===== config.mk =====
export PLATFORM = sky130hd
export DESIGN_NAME = cook_controller
export DESIGN_NICKNAME = d
export VERILOG_FILES = /design/src/rtl/cook_controller_pkg.sv /design/src/rtl/cook_controller_edge_detect.sv /design/src/rtl/cook_controller.sv
export SDC_FILE = /design/constraint.sdc
export NUM_CORES = 1
export LEC_CHECK = 0
export ABC_CLOCK_PERIOD_IN_PS = 1700
export CAP_MARGIN = 20
export CORE_AREA = 2 2 39 41
export DETAILED_ROUTE_END_ITERATION = 12
export DIE_AREA = 0 0 41 43
export PLACE_DENSITY_LB_ADDON = 0.1
export SLEW_MARGIN = 10
export SYNTH_ARGS = -nofsm -noshare
export SYNTH_HDL_FRONTEND = slang
export SYNTH_HIERARCHICAL = 1
export SYNTH_SLANG_ARGS = --single-unit

===== constraint.sdc =====
create_clock -name clk -period 1.7 [get_ports clk]
set_input_delay 0.255 -clock clk [delete_from_list [all_inputs] [get_ports clk]]
set_output_delay 0.255 -clock clk [all_outputs]
set_load 0.05 [all_outputs]

===== src/rtl/cook_controller_pkg.sv =====
// Shared definitions for the cook controller: state encodings and the beep default.
// The display logic imports the same state encodings.
package cook_controller_pkg;

    typedef enum logic [2:0] {
        ST_IDLE    = 3'd0,
        ST_SETTING = 3'd1,
        ST_COOKING = 3'd2,
        ST_PAUSED  = 3'd3,
        ST_DONE    = 3'd4
    } cook_state_e;

    localparam int BEEP_SECONDS_DEFAULT = 3;

    // The tick counter must be at least one bit wide, even for a zero-length beep
    function automatic int cnt_width(input int n);
        return (n < 1) ? 1 : $clog2(n + 1);
    endfunction

endpackage


===== src/rtl/cook_controller_edge_detect.sv =====
// Single-cycle pulse on a rising (RISE=1) or falling (RISE=0) edge of sig.
// RESET_VAL seeds the history so a level held through reset does not fire.
module edge_detect #(
    parameter logic RISE      = 1'b1,
    parameter logic RESET_VAL = 1'b0
) (
    input  logic clk,
    input  logic clear,
    input  logic sig,
    output logic pulse
);

    logic prev;

    always_ff @(posedge clk) begin
        if (clear)
            prev <= RESET_VAL;
        else
            prev <= sig;
    end

    assign pulse = RISE ? (sig & ~prev) : (~sig & prev);

endmodule


===== src/rtl/cook_controller.sv =====
// Microwave cook controller FSM with registered Moore outputs.
// Define COOK_DONE_BEEP_EN to hold the completion beep for BEEP_SECONDS 1 Hz ticks.
module cook_controller
    import cook_controller_pkg::*;
#(
    parameter int BEEP_SECONDS = BEEP_SECONDS_DEFAULT
) (
    input  logic       clk,
    input  logic       clear,
    input  logic       startn,
    input  logic       stopn,
    input  logic       door_closed,
    input  logic       loadn,
    input  logic       pgt_1Hz,
    input  logic       timer_zero,
    output logic       enablen,
    output logic       timer_clear,
    output logic       mag_on,
    output logic       beep,
    output logic [2:0] state
);

    logic start_pulse, stop_pulse, tick;
    logic start_ev, stop_ev;
    logic beep_done;
    cook_state_e cur, nxt;

    // Keys are active-low, so a press is a falling edge; history starts "pressed"
    edge_detect #(.RISE(1'b0), .RESET_VAL(1'b0)) u_start (
        .clk(clk), .clear(clear), .sig(startn), .pulse(start_pulse)
    );
    edge_detect #(.RISE(1'b0), .RESET_VAL(1'b0)) u_stop (
        .clk(clk), .clear(clear), .sig(stopn), .pulse(stop_pulse)
    );
    edge_detect #(.RISE(1'b1), .RESET_VAL(1'b1)) u_tick (
        .clk(clk), .clear(clear), .sig(pgt_1Hz), .pulse(tick)
    );

    assign stop_ev  = stop_pulse;
    assign start_ev = start_pulse & ~stop_pulse;
    assign state    = cur;

`ifdef COOK_DONE_BEEP_EN
    localparam int CW = cnt_width(BEEP_SECONDS);
    localparam logic [CW:0] BEEP_MAX = (CW + 1)'(BEEP_SECONDS);

    logic [CW-1:0] tick_cnt;
    logic [CW:0]   cnt_after;

    // Count including this cycle's tick, so the exit lands on the final tick
    assign cnt_after = {1'b0, tick_cnt} + {{CW{1'b0}}, tick};
    assign beep_done = (cnt_after >= BEEP_MAX);
`else
    logic unused_tick;
    assign unused_tick = tick;
    assign beep_done   = 1'b1;
    assign beep        = 1'b0;
`endif

    always_comb begin
        nxt = cur;
        case (cur)
            ST_IDLE:    if (!loadn) nxt = ST_SETTING;
            ST_SETTING,
            ST_PAUSED: begin
                if (stop_ev)
                    nxt = ST_IDLE;
                else if (start_ev && door_closed && !timer_zero)
                    nxt = ST_COOKING;
            end
            ST_COOKING: begin
                if (timer_zero)
                    nxt = ST_DONE;
                else if (!door_closed || stop_ev)
                    nxt = ST_PAUSED;
            end
            ST_DONE:    if (stop_ev || beep_done) nxt = ST_IDLE;
            default:    nxt = ST_IDLE;
        endcase
    end

    // Outputs are decoded from the next state so they change on the same edge as state
    always_ff @(posedge clk) begin
        if (clear) begin
            cur         <= ST_IDLE;
            enablen     <= 1'b1;
            mag_on      <= 1'b0;
            timer_clear <= 1'b0;
`ifdef COOK_DONE_BEEP_EN
            beep        <= 1'b0;
            tick_cnt    <= '0;
`endif
        end else begin
            cur         <= nxt;
            enablen     <= (nxt != ST_COOKING);
            mag_on      <= (nxt == ST_COOKING);
            timer_clear <= (cur != ST_IDLE) && (nxt == ST_IDLE);
`ifdef COOK_DONE_BEEP_EN
            beep        <= (nxt == ST_DONE);
            if (nxt == ST_DONE && cur != ST_DONE)
                tick_cnt <= '0;
            else if (cur == ST_DONE && tick && ({1'b0, tick_cnt} < BEEP_MAX))
                tick_cnt <= tick_cnt + 1'b1;
`endif
        end
    end

endmodule


======== Yosys cells after proc, flatten, opt, wreduce, memory -nomap -nowiden ========
Cells that the tools add are included.
storage, ports and cells
  output and inout port bits .............. 7
  bits in registers ....................... 8
  memories kept ........................... 0
  logic and storage cells ................. 33
  RAM bits ................................ 0
  bits in latches ......................... 0
  bits in read-only memories .............. 0
  input port bits ......................... 8
operators by class
  multipliers ............................. 0
  equal/unequal tests ..................... 5
  magnitude comparators ................... 0
  reductions and logical operators ........ 10
  shift operators ......................... 0
  bitwise operators ....................... 6
  add/subtract/negate cells ............... 0
  divide/modulo/power cells ............... 0
  multiplexer cells ....................... 6
operators with widths
  cell                                                                    number
  3-bit 2-to-1 mux                                                        5
  3-bit by 2-bit equality test with 1-bit output (second input constant)  3
  3-bit case mux with 3 select lines                                      1
  3-bit logical NOT                                                       2
  1-bit AND                                                               3
  3-bit by 1-bit equality test with 1-bit output (second input constant)  1
  1-bit logical AND                                                       3
  3-bit by 2-bit != test with 1-bit output (second input constant)        1
  1-bit NOT                                                               3
  3-bit nonzero test                                                      1
  1-bit logical NOT                                                       2
  2-bit OR reduction                                                      1
  1-bit logical OR                                                        1

======== Longest topological paths before layout ========
  word-level depth ........................ 11
  gate-level depth with buffers ........... 5
  gate-level depth less buffers ........... 5

======== Hierarchy ========
The synthesis kept the hierarchy.
by module, submodules not included
  module           area an instance (sq um)  sequential area each (sq um)  cells an instance  instances
  cook_controller  266.5                     120.1                         30                 1
  edge_detect      35.0                      20.0                          3                  2

======== Worst setup path after synthesis ========
No wires, ideal clock.
  path kind ............................... register to register
  from .................................... register cur[0] (netlist: state[0])
  to ...................................... register enablen
  stages on the path, launching flop included .. 5
  path buffers ............................ 0
  required time ........................... 1,541 ps
  arrival ................................. 1,384 ps
  slack ................................... 157 ps
  library setup time ...................... 159 ps
  period minus slack after synthesis ...... 1,543 ps
  cell sequence ........................... dfxtp_1 > and2b_1 > o21ai_1 > a211oi_2 > o311ai_0
between the ends
  longest elaborated chain between the ends .. 4
  elaborated cells on any way between the ends .. 12
  classes of those cells .................. 4 x eq/ne; 6 x mux; 2 x reduce/logical
RTL lines
  element                                                                       RTL line               RTL
  from (decl)                                                                   cook_controller.sv:26  cook_state_e cur, nxt;
  from (signal assigned)                                                        cook_controller.sv:94  cur <= nxt;
  3-bit by 1-bit equality test with 1-bit output, or another cell as far along  cook_controller.sv:62  case (cur)
  2-bit OR reduction, or another cell as far along                              cook_controller.sv:62
  3-bit case mux with 3 select lines (*)                                        cook_controller.sv:62
  3-bit by 2-bit != test with 1-bit output (*)                                  cook_controller.sv:95  enablen <= (nxt != ST_COOKING);
  to (signal assigned)                                                          cook_controller.sv:95
  to (decl)                                                                     cook_controller.sv:16  output logic enablen,
Mark *: on every way between the ends. The rest lies on a longest branch, timed or not.
A chain may end at the register's enable or synchronous reset.

======== Worst setup path after layout ========
  from .................................... register enablen
  to ...................................... output port enablen
No word-level cell between the ends.

==> impl_results.md <==
* Largest cells by area after synthesis: dfxtp_1, nor2b_1, nor2b_2, and2b_1, a211oi_2
* Final period util at 0.936
* Routed len/inst at about 10 um
* Status: complete, no violations
* Antenna violations before repair at 0
* Die area at 0.00176 mm^2
* R2r endpoint: enablen$_SDFF_PP1_
* Unique masters post-synth at 19
* Fmax at 628 MHz
* Post-Synth XOR/XNOR Area at 0
* Dpl ws at -0.104 ns
* Max-slew violations at 0
* Ant diodes at 0
* Final Hold Vio Count at 0
* Multiplexer share of the synthesized area at 0
* Fin Hold WS at 0.534 ns
* Port Buffers at 12
* Seq/Total Area, Yosys at 0.476
* Core Footprint at 0.00138 mm^2
* Max cap viols at 0
* Final WL at 670 um
* CP top delay family: buffers and inverters
* Top_reg_cell synth: dfxtp_1
* CTS tree: built
* DRT Pass-1 Iters at 1
* Hold buffers post-CTS at 0
* H-tree levels at 1
* Number of synthesized flops with an enable pin at 0
* Gpl congestion at between 0.6 and 0.7
* Clk_lat worst skew at 0.25 ns
* Worst hold path type: flip-flop to flip-flop
* Buf/Inv on CP at 1
* Total CTS buffers at 3
* Final Cell Area at just under 500 um^2
* CTS sink count at 8
* # DRC at 0
* CP Capture Point: enablen
* Final ANT Viol Nets at 0
* Final TNS setup at 0 ns
* Pwr dens at 811 mW/mm^2
* Total setup buffers inserted after CTS at 0
* Worst path cell trace: clkdlybuf4s50_1
* Worst R2R Start: u_stop/prev$_SDFF_PP0_
* Site Rows at 14
* Post-synth top area share at 0.476
* DP HPWL at 535 um
* Area share of fa/ha/maj cells after synthesis at 0
* Crit path time final at approximately 1.6 ns
* CP max FO at 1
* 1st-iter DRT viols at 0
* Io pins at 15
* Syn Area/Cell at 9.35 um^2
* Unrepaired setup endpoints after global routing: no
* Max stage delay on crit path at 0.79 ns
* Via Count at 305
* Final setup viols at 0
* Worst-path clk slew at 0.05 ns
* Number of synthesis warnings at 6
* Flop2flop setup slack at 0.28 ns
* Syn Nets at 44
* Post-CTS sizing at 0
* Synth Area in Simple Gates at 0.301
* Worst path arrival time at ~1.3 ns
* Fraction of layout cells with a size suffix above 1 at 0.235
* Setup CP Type: flip-flop to output pin
* Peak VDD IR at about 0.31 mV
* Largest net degree at the start of global routing at 10
* Final setup margin at 0.108 ns
* Crit. End Element: output pin
* Startpoint types: flip-flop
* Mapped cell area at between 300 and 400 um^2
* Clk buf depth at 2
* Pleak at 0.193 nW
* Area grow syn2layout at 44.6%
* CP Depth at 1
* Worst r2r path cells at 5
* Fillers at 145
* Most common cell in the netlist: dfxtp_1
* Largest family of logic cells by synthesized area: simple AND/OR/NAND/NOR gates
* Post-Route Skew at around 0.0054 ns
* Largest area contributor in the netlist: dfxtp_1
* Synth Register Bits at 8
* Root Buffer: clkbuf_4
* Syn Inst Count at 36
* Die Ht at 43 um
* First-pass GRT wire length at ~1100 um
* Starting Density at 0.243
* Compound-cell area share of the yosys netlist at 0.178
* Area after DPL at 464 um^2
* Critical Path Start: enablen$_SDFF_PP1_
* Slowest cell on crit path: clkdlybuf4s50_1
* Vias in the first global route at 284
* Crit path required time at between 1 and 1.5 ns
* Asr flop ratio synth at 0
* Total GRT Usage at 0.0985
* Total grt overflow at 0
* Post-layout nets at between 60 and 70
* Via-to-Cell Ratio at 4.55
* Die Wd at between 40 and 50 um
* Commonest cells in the netlist: dfxtp_1, nor2b_1, nand2_1, nor2_1
## placed cells by master (no fill, tap or decap)
| cell type | instances |
|---|---|
| clkdlybuf4s50_1 | 7 |
| a21oi_1 | 2 |
| nor2b_2 | 2 |
| nand2b_1 | 1 |
| dfxtp_1 | 8 |
| nor4_1 | 1 |
| inv_1 | 1 |
| o311a_1 | 1 |
| o311ai_0 | 1 |
| a211oi_2 | 1 |
| clkbuf_4 | 3 |
| nor2_1 | 3 |
| and2b_1 | 2 |
| o21ai_1 | 1 |
| nand4b_1 | 1 |
| nand2_1 | 3 |
| o22ai_1 | 1 |
| nor2b_1 | 4 |
| o211ai_1 | 1 |
| buf_4 | 6 |
| conb_1 | 1 |
## registers in the layout (all words and copies together) (netlist names)
signal and cells:
enablen 1, u_stop/prev 1, timer_clear 1, u_start/prev 1, mag_on 1, state 3
## power breakdown
part | total [W] | switching (W) | internal (W) | leakage, nW
Clock | 0.000139 | 0.0000584 | 0.0000804 | 0.0138
Combinational | 0.0000577 | 0.0000301 | 0.0000277 | 0.114
Sequential | 0.000198 | 0.00000510 | 0.000193 | 0.0653
## metrics by stage
step	util	std cells	power, W
2_1_floorplan	-	36	0.000234
3_3_place_gp	0.335	64	0.000259
3_5_place_dp	0.335	64	0.000260
4_1_cts	0.352	67	0.000406
5_1_grt	0.352	67	0.000421
6_report	0.352	67	0.000395
## kinds of logic (layout without fill, tap and decap cells)
family | count (synthesis) | count (layout)
AND/OR/NAND/NOR | 17 | 17
AO/OA/AOI/OAI | 8 | 8
other | 1 | 1
flip-flops | 8 | 8
buffers and inverters | 2 | 17
## per-layer routing
metal,routed length (um),vias up,global-route usage
li1,-,155,-
met1,296,139,0.119
met2,315,9,0.134
met3,53,2,0.0471
met4,4,0,0.0600
met5,0,-,0
## cell type report
type | instances | area [um^2] | share of cell area
clock buffers | 3 | 22.5 | 0.0463
inverters | 1 | 3.75 | 0.00771
multi-input cells | 26 | 165 | 0.339
flip-flops and latches | 8 | 160 | 0.329
well taps | 16 | 20.0 | 0.0411
repair buffers | 13 | 115 | 0.237
## worst min-delay path by stage
| stage | startpoint | end | slack (ns) | depth (start not counted) |
|---|---|---|---|---|
| final | state[1]$_SDFF_PP0_ | state[2]$_SDFF_PP0_ | 0.53 | 2 |
| after global routing | state[1]$_SDFF_PP0_ | state[2]$_SDFF_PP0_ | 0.60 | 2 |
| after CTS | state[1]$_SDFF_PP0_ | state[2]$_SDFF_PP0_ | 0.54 | 2 |
| after global placement | state[1]$_SDFF_PP0_ | state[2]$_SDFF_PP0_ | 0.52 | 2 |
| after floorplan | clear | u_start/prev$_SDFF_PP0_ | 0.32 | 1 |
| after detailed placement | state[1]$_SDFF_PP0_ | state[2]$_SDFF_PP0_ | 0.53 | 2 |
Note: power is estimated with default switching activity, not from simulation.
